**src/rtl/morse_pkg.sv**
```systemverilog
`default_nettype none
// ============================================================================
//  Module      : morse_pkg
//  Description : Shared types and constants for the Morse transmit engine:
//                FSM state encoding, symbol values and A-Z letter codes.
//                Letter code bit 0 is the first symbol sent (1 = dash).
//  Revision    : 1.0 - initial release
// ============================================================================
package morse_pkg;

    typedef enum logic [2:0] {
        ST_IDLE  = 3'd0,
        ST_MARK  = 3'd1,
        ST_SPACE = 3'd2,
        ST_LGAP  = 3'd3,
        ST_DONE  = 3'd4
    } state_t;

    localparam logic SYM_DOT  = 1'b0;
    localparam logic SYM_DASH = 1'b1;

    // Letter descriptor: symbol vector plus symbol count
    typedef struct packed {
        logic [4:0] code;
        logic [2:0] len;
    } letter_t;

    localparam letter_t LETTER_A = '{code: 5'b00010, len: 3'd2};  // .-
    localparam letter_t LETTER_B = '{code: 5'b00001, len: 3'd4};  // -...
    localparam letter_t LETTER_C = '{code: 5'b00101, len: 3'd4};  // -.-.
    localparam letter_t LETTER_D = '{code: 5'b00001, len: 3'd3};  // -..
    localparam letter_t LETTER_E = '{code: 5'b00000, len: 3'd1};  // .
    localparam letter_t LETTER_F = '{code: 5'b00100, len: 3'd4};  // ..-.
    localparam letter_t LETTER_G = '{code: 5'b00011, len: 3'd3};  // --.
    localparam letter_t LETTER_H = '{code: 5'b00000, len: 3'd4};  // ....
    localparam letter_t LETTER_I = '{code: 5'b00000, len: 3'd2};  // ..
    localparam letter_t LETTER_J = '{code: 5'b01110, len: 3'd4};  // .---
    localparam letter_t LETTER_K = '{code: 5'b00101, len: 3'd3};  // -.-
    localparam letter_t LETTER_L = '{code: 5'b00010, len: 3'd4};  // .-..
    localparam letter_t LETTER_M = '{code: 5'b00011, len: 3'd2};  // --
    localparam letter_t LETTER_N = '{code: 5'b00001, len: 3'd2};  // -.
    localparam letter_t LETTER_O = '{code: 5'b00111, len: 3'd3};  // ---
    localparam letter_t LETTER_P = '{code: 5'b00110, len: 3'd4};  // .--.
    localparam letter_t LETTER_Q = '{code: 5'b01011, len: 3'd4};  // --.-
    localparam letter_t LETTER_R = '{code: 5'b00010, len: 3'd3};  // .-.
    localparam letter_t LETTER_S = '{code: 5'b00000, len: 3'd3};  // ...
    localparam letter_t LETTER_T = '{code: 5'b00001, len: 3'd1};  // -
    localparam letter_t LETTER_U = '{code: 5'b00100, len: 3'd3};  // ..-
    localparam letter_t LETTER_V = '{code: 5'b01000, len: 3'd4};  // ...-
    localparam letter_t LETTER_W = '{code: 5'b00110, len: 3'd3};  // .--
    localparam letter_t LETTER_X = '{code: 5'b01001, len: 3'd4};  // -..-
    localparam letter_t LETTER_Y = '{code: 5'b01101, len: 3'd4};  // -.--
    localparam letter_t LETTER_Z = '{code: 5'b00011, len: 3'd4};  // --..

endpackage : morse_pkg
`default_nettype wire

```
**src/rtl/morse_unit_tick.sv**
```systemverilog
`default_nettype none
// ============================================================================
//  Module      : morse_unit_tick
//  Description : Unit-time tick generator. Counts enabled clock cycles and
//                pulses tick on the last cycle of each Morse unit. clear
//                restarts the unit so a new state always gets a full unit.
//  Revision    : 1.0 - initial release
// ============================================================================
module morse_unit_tick #(
    parameter int TICKS_PER_UNIT = 25_000_000
) (
    input  logic clk,
    input  logic rst_n,
    input  logic clear,
    input  logic enable,
    output logic tick
);

    localparam int CNT_W = $clog2(TICKS_PER_UNIT);
    localparam logic [CNT_W-1:0] c_last = CNT_W'(TICKS_PER_UNIT - 1);

    logic [CNT_W-1:0] r_cnt;

    assign tick = enable && (r_cnt == c_last);

    // Cycle counter: clear wins, otherwise count while enabled and wrap at unit end
    always_ff @(posedge clk or negedge rst_n) begin
        if (!rst_n) begin
            r_cnt <= '0;
        end else if (clear) begin
            r_cnt <= '0;
        end else if (enable) begin
            r_cnt <= tick ? '0 : r_cnt + CNT_W'(1);
        end
    end

endmodule : morse_unit_tick
`default_nettype wire

```
**src/rtl/morse_keyer.sv**
```systemverilog
`default_nettype none
// ============================================================================
//  Module      : morse_keyer
//  Description : Morse transmit engine. Accepts one letter per valid/ready
//                handshake and plays it on key_o with dot 1u, dash DASH_UNITS,
//                intra-letter gap 1u and letter gap LETTER_GAP_UNITS.
//                All outputs are registered alongside the state.
//  Revision    : 1.0 - initial release
// ============================================================================
module morse_keyer
    import morse_pkg::*;
#(
    parameter int MAX_LEN          = 5,
    parameter int TICKS_PER_UNIT   = 25_000_000,
    parameter int DASH_UNITS       = 3,
    parameter int LETTER_GAP_UNITS = 3
) (
    input  logic                         CLOCK50_i,
    input  logic                         rst_ni,
    input  logic [MAX_LEN-1:0]           code_i,
    input  logic [$clog2(MAX_LEN+1)-1:0] len_i,
    input  logic                         valid_i,
    output logic                         ready_o,
    input  logic                         abort_i,
    output logic                         key_o,
    output logic                         dotLed_o,
    output logic                         dashLed_o,
    output logic                         doneLed_o,
    output logic                         busy_o
);

    localparam int LEN_W    = $clog2(MAX_LEN + 1);
    localparam int UNIT_MAX = (DASH_UNITS > LETTER_GAP_UNITS) ? DASH_UNITS : LETTER_GAP_UNITS;
    localparam int UNIT_W   = $clog2(UNIT_MAX + 1);
    localparam logic [LEN_W-1:0] c_max_len = LEN_W'(MAX_LEN);
    // Output bundle order: {key, dot, dash, done, ready, busy}
    localparam logic [5:0] c_outs_idle = 6'b000010;

    state_t             r_state;
    logic [MAX_LEN-1:0] r_code;    // remaining symbols, current one at bit 0
    logic [LEN_W-1:0]   r_left;    // symbols still to send, including current
    logic               r_dash;    // current mark is a dash
    logic [UNIT_W-1:0]  r_units;   // units elapsed in the current state
    logic [5:0]         r_outs;

    logic [LEN_W-1:0]   w_len_clip;
    logic [UNIT_W-1:0]  w_units_need;
    logic               w_unit_last;
    logic               w_tick;
    logic               w_advance;
    logic               w_clear;

    function automatic logic [5:0] decode_outs(input state_t s, input logic sym);
        case (s)
            ST_MARK:           return {1'b1, sym == SYM_DOT, sym == SYM_DASH, 3'b001};
            ST_SPACE, ST_LGAP: return 6'b000001;
            ST_DONE:           return 6'b000110;
            default:           return c_outs_idle;
        endcase
    endfunction

    assign {key_o, dotLed_o, dashLed_o, doneLed_o, ready_o, busy_o} = r_outs;

    assign w_len_clip = (len_i > c_max_len) ? c_max_len : len_i;

    // Length of the current state in units
    always_comb begin
        w_units_need = UNIT_W'(1);
        case (r_state)
            ST_MARK: w_units_need = r_dash ? UNIT_W'(DASH_UNITS) : UNIT_W'(1);
            ST_LGAP: w_units_need = UNIT_W'(LETTER_GAP_UNITS);
            default: w_units_need = UNIT_W'(1);
        endcase
    end

    assign w_unit_last = (r_units == w_units_need - UNIT_W'(1));
    assign w_advance   = w_tick && w_unit_last;
    // Restart unit timing on accept, abort and every state change
    assign w_clear     = abort_i || (valid_i && r_outs[1]) || w_advance;

    morse_unit_tick #(
        .TICKS_PER_UNIT(TICKS_PER_UNIT)
    ) u_unit_tick (
        .clk   (CLOCK50_i),
        .rst_n (rst_ni),
        .clear (w_clear),
        .enable(r_outs[0]),
        .tick  (w_tick)
    );

    // Letter FSM with registered outputs; abort overrides every transition
    always_ff @(posedge CLOCK50_i or negedge rst_ni) begin
        if (!rst_ni) begin
            r_state <= ST_IDLE;
            r_code  <= '0;
            r_left  <= '0;
            r_dash  <= 1'b0;
            r_units <= '0;
            r_outs  <= c_outs_idle;
        end else if (abort_i) begin
            r_state <= ST_IDLE;
            r_code  <= '0;
            r_left  <= '0;
            r_dash  <= 1'b0;
            r_units <= '0;
            r_outs  <= c_outs_idle;
        end else begin
            case (r_state)
                ST_IDLE, ST_DONE: begin
                    if (valid_i) begin
                        r_code  <= code_i;
                        r_left  <= w_len_clip;
                        r_dash  <= code_i[0];
                        r_units <= '0;
                        if (w_len_clip == '0) begin
                            r_state <= ST_LGAP;
                            r_outs  <= decode_outs(ST_LGAP, 1'b0);
                        end else begin
                            r_state <= ST_MARK;
                            r_outs  <= decode_outs(ST_MARK, code_i[0]);
                        end
                    end
                end
                ST_MARK: begin
                    if (w_advance) begin
                        r_units <= '0;
                        r_code  <= r_code >> 1;
                        r_left  <= r_left - LEN_W'(1);
                        if (r_left == LEN_W'(1)) begin
                            r_state <= ST_LGAP;
                            r_outs  <= decode_outs(ST_LGAP, 1'b0);
                        end else begin
                            r_state <= ST_SPACE;
                            r_outs  <= decode_outs(ST_SPACE, 1'b0);
                        end
                    end else if (w_tick) begin
                        r_units <= r_units + UNIT_W'(1);
                    end
                end
                ST_SPACE: begin
                    if (w_advance) begin
                        r_units <= '0;
                        r_dash  <= r_code[0];
                        r_state <= ST_MARK;
                        r_outs  <= decode_outs(ST_MARK, r_code[0]);
                    end else if (w_tick) begin
                        r_units <= r_units + UNIT_W'(1);
                    end
                end
                ST_LGAP: begin
                    if (w_advance) begin
                        r_units <= '0;
                        r_state <= ST_DONE;
                        r_outs  <= decode_outs(ST_DONE, 1'b0);
                    end else if (w_tick) begin
                        r_units <= r_units + UNIT_W'(1);
                    end
                end
                default: begin
                    r_state <= ST_IDLE;
                    r_outs  <= c_outs_idle;
                end
            endcase
        end
    end

endmodule : morse_keyer
`default_nettype wire

```
**config.mk**
```make
export PLATFORM = sky130hd
export DESIGN_NAME = morse_keyer
export DESIGN_NICKNAME = d
export VERILOG_FILES = /design/src/rtl/morse_pkg.sv /design/src/rtl/morse_unit_tick.sv /design/src/rtl/morse_keyer.sv
export SDC_FILE = /design/constraint.sdc
export NUM_CORES = 1
export LEC_CHECK = 0
export ABC_AREA = 1
export CAP_MARGIN = 20
export CORE_AREA = 2 2 113 115
export DETAILED_ROUTE_END_ITERATION = 8
export DIE_AREA = 0 0 115 117
export HOLD_SLACK_MARGIN = 0.08
export PLACE_DENSITY = 0.41
export SKIP_CTS_REPAIR_TIMING = 1
export SLEW_MARGIN = 20
export SYNTH_ARGS = -nofsm -noshare
export SYNTH_HDL_FRONTEND = slang
export SYNTH_SLANG_ARGS = --single-unit
```
**constraint.sdc**
```tcl
create_clock -name CLOCK50_i -period 2.3 [get_ports CLOCK50_i]
set_input_delay 0.46 -clock CLOCK50_i [delete_from_list [all_inputs] [get_ports CLOCK50_i]]
set_output_delay 0.46 -clock CLOCK50_i [all_outputs]
set_load 0.1 [all_outputs]
```
==> results.sh <==
export IMPL_grt_use_total_pct=14.5
export IMPL_syn_to_final_growth_pct=14.2
export IMPL_ys_ff_latch=44
export IMPL_ff_latch_area_mm2=0.00110
export IMPL_post_dp_cell_area_mm2=0.00365
export IMPL_max_clock_freq_mhz=485
export IMPL_vdd_drop_max_mv=0.670
export IMPL_initialDrtViolationCount=170
export IMPL_setup_viol=0
export IMPL_setup_tns_ns=0
export IMPL_ios=18
export IMPL_start_util_pct=27.1
export IMPL_grt_pass1_vias=2989
export IMPL_dieArea_mm2=0.0135
export IMPL_avgRoutedWirePerCell_um=13.9
export IMPL_vias=3035
export IMPL_outcome="completed"
export IMPL_drc=0
export IMPL_ant_nets=0
export IMPL_core_area_mm2=0.0123
export IMPL_cts_buffers_inserted=5
export IMPL_final_util_pct=30.9
export IMPL_ys_top_cells_by_area="dfrtp_1 (32%), nand2_1 (16%), inv_1 (6.4%)"
export IMPL_cp_max_fo=10
export IMPL_cts_sinks=44
export IMPL_yosys_warnings=0
export IMPL_crit_type="flip-flop to flip-flop"
export IMPL_worst_ep_arrival_time_ns=2.24
export IMPL_synth_yosys_seq_area_share_pct=33.1
export IMPL_syn_mean_instance_area_um2=7.00
export IMPL_syn_inst=476
export IMPL_clk_pin_slew_ns=0.06
export IMPL_firstDrtPassIters=5
export IMPL_layout_min_cycle_time_ns=2.06
export IMPL_worstPathRequired_ns=2.48
export IMPL_dp_hpwl_um=6670
export IMPL_fin_skew_ns=0.00367
export IMPL_worst_pin_slew_ns=0.548
export IMPL_fin_crit_sh_pct=89.7
export IMPL_cts_root_buf="clkbuf_16"
export IMPL_layout_nets=508
export IMPL_netlist_area_mm2=0.00333
export IMPL_startpoint_type="flip-flop"
export IMPL_hold_violations=0
export IMPL_viasPerCell=4.71
export IMPL_die_w_um=115
export IMPL_p_leak_nw=1.80
export IMPL_clk_latency_ns=0.29
export IMPL_fin_hold_ws_ns=0.144
export IMPL_htreeDepth=2
export IMPL_grt_ovfl_total=0
export IMPL_max_cap_viol_count=0
export IMPL_relSlewSlack_pct=63.4
export IMPL_antenna_found_initial=0
export IMPL_clock_path_buffers=2
export IMPL_stdcell_area_mm2=0.00380
export IMPL_multiInputGateArea_mm2=0.00190
export IMPL_drive_gt1_share_pct=15.6
export IMPL_port_buffers=17
export IMPL_grt_max_degree=45
export IMPL_die_h_um=117
export IMPL_synth_top_area_cell="dfrtp_1"
export IMPL_wl_um=8930
export IMPL_syn_nets=491
export IMPL_row_count=41
export IMPL_tritoncts="done"
export IMPL_cp_end_kind="flip-flop"
export IMPL_num_antenna_cells=0
export IMPL_fillers=1361
export IMPL_gp_congestion=0.807
export IMPL_rsz0062_at_grt="false"
export IMPL_final_max_slew_viol_count=0
export IMPL_hold_class="primary input to asynchronous set/reset pin"
export IMPL_pwr_density_cell_mw_per_mm2=854
export IMPL_yosysUniqueCellTypes=37
export IMPL_synth_top_cell_area_share_pct=32.3
export IMPL_grt_pass1_wl_um=15200
final timing paths:
kind                                                   from                           endpoint  slack [ns]  cells past startpoint
setup reg to reg           u_unit_tick.r_cnt[0]$_DFFE_PN0P_  u_unit_tick.r_cnt[18]$_DFFE_PN0P_        0.24                     11
min in group CLOCK50_i                   r_dash$_DFFE_PN0P_                 r_dash$_DFFE_PN0P_        0.48                      2
setup / recovery           u_unit_tick.r_cnt[0]$_DFFE_PN0P_  u_unit_tick.r_cnt[18]$_DFFE_PN0P_        0.24                     11
hold reg to reg                          r_dash$_DFFE_PN0P_                 r_dash$_DFFE_PN0P_        0.48                      2
max in group asynchronous                            rst_ni              r_outs[1]$_DFFE_PN1P_        1.88                      2
hold / removal                                       rst_ni   u_unit_tick.r_cnt[2]$_DFFE_PN0P_        0.14                      2
cell usage in the layout (no fill, tap or decap), types with 6 or more instances in the layout:
cell type / n
nand4_1: 32
o21ai_2: 15
nor2_2: 9
dfrtp_1: 43
buf_4: 12
nand2_2: 7
xor2_1: 15
nand2_1: 141
nor3_1: 6
o21ai_0: 6
clkdlybuf4s50_1: 10
a22oi_1: 6
nor2_1: 48
nand3_1: 37
inv_1: 57
flip-flops by register name, summed over array words and instances (netlist names):
| signal | count |
|---|---|
| u_unit_tick.r_cnt | 25 |
| r_outs | 6 |
| r_code | 5 |
| r_left | 3 |
| r_state | 2 |
| r_units | 2 |
| r_dash | 1 |
cell type report:
class	count	share of cell area, %
timing repair buffer	25	6.18
clock buffer	6	3.65
sequential	44	29.0
multi-input combinational	355	49.9
tap	150	4.93
clock inverter	2	0.263
inverter	62	6.12
worst max-delay path: stages (launching register included):
cell and delay [ns]:
dfrtp_1 0.45, ha_1 0.34, nand3_4 0.16, nor2_8 0.16, inv_1 0.08, nor2_1 0.11, nand2_1 0.11, o211ai_2 0.20
nor2_2 0.04, buf_4 0.19, nand2_1 0.06, nand2_1 0.05
stage by stage:
stage          cells  total power [W]  setup WS, ns
2_1_floorplan    476          0.00220        0.0948
3_3_place_gp     636          0.00255         0.245
3_5_place_dp     636          0.00255         0.224
4_1_cts          644          0.00332         0.227
5_1_grt          644          0.00350        0.0489
6_report         644          0.00325         0.237
routing by layer:
metal	part of all wire [%]	up-vias	global-route usage (%)
met2	46	60	24.2
met4	1.4	0	3.61
li1	-	1561	-
met5	0	-	0
met1	48	1404	19.2
met3	4.5	10	3.04
Yosys cell counts, drive strengths merged:
cell,count
nand2,153
nor2,63
inv,61
dfrtp,43
nand3,41
nand4,32
o21ai,21
xor2,15
buf,11
nor3,8
a22oi,6
clkbuf,4
ha,3
o21bai,3
a21oi,2
a31oi,2
xnor2,2
a211oi,1
and2,1
clkinv,1
dfstp,1
nand3b,1
o211ai,1
where the power goes:
part	leakage, nW	internal, W	switching [W]
clock	0.0766	0.000429	0.000314
sequential	0.596	0.000924	0.000126
combinational	1.12	0.000400	0.00106
total	1.80	0.00175	0.00150
logic make-up (layout without fill, tap and decap cells):
kind of cell             Yosys count  in the layout  share of synthesized area, %
AO/OA/AOI/OAI                     36             36                          8.15
flip-flops                        44             44                          33.1
buffers and inverters             77             95                          9.95
adder cells (fa/ha/maj)            3              3                          1.13
XOR/XNOR                          17             17                          4.47
AND/OR/NAND/NOR                  299            299                          43.2
Power figures use the tool's default switching activity.
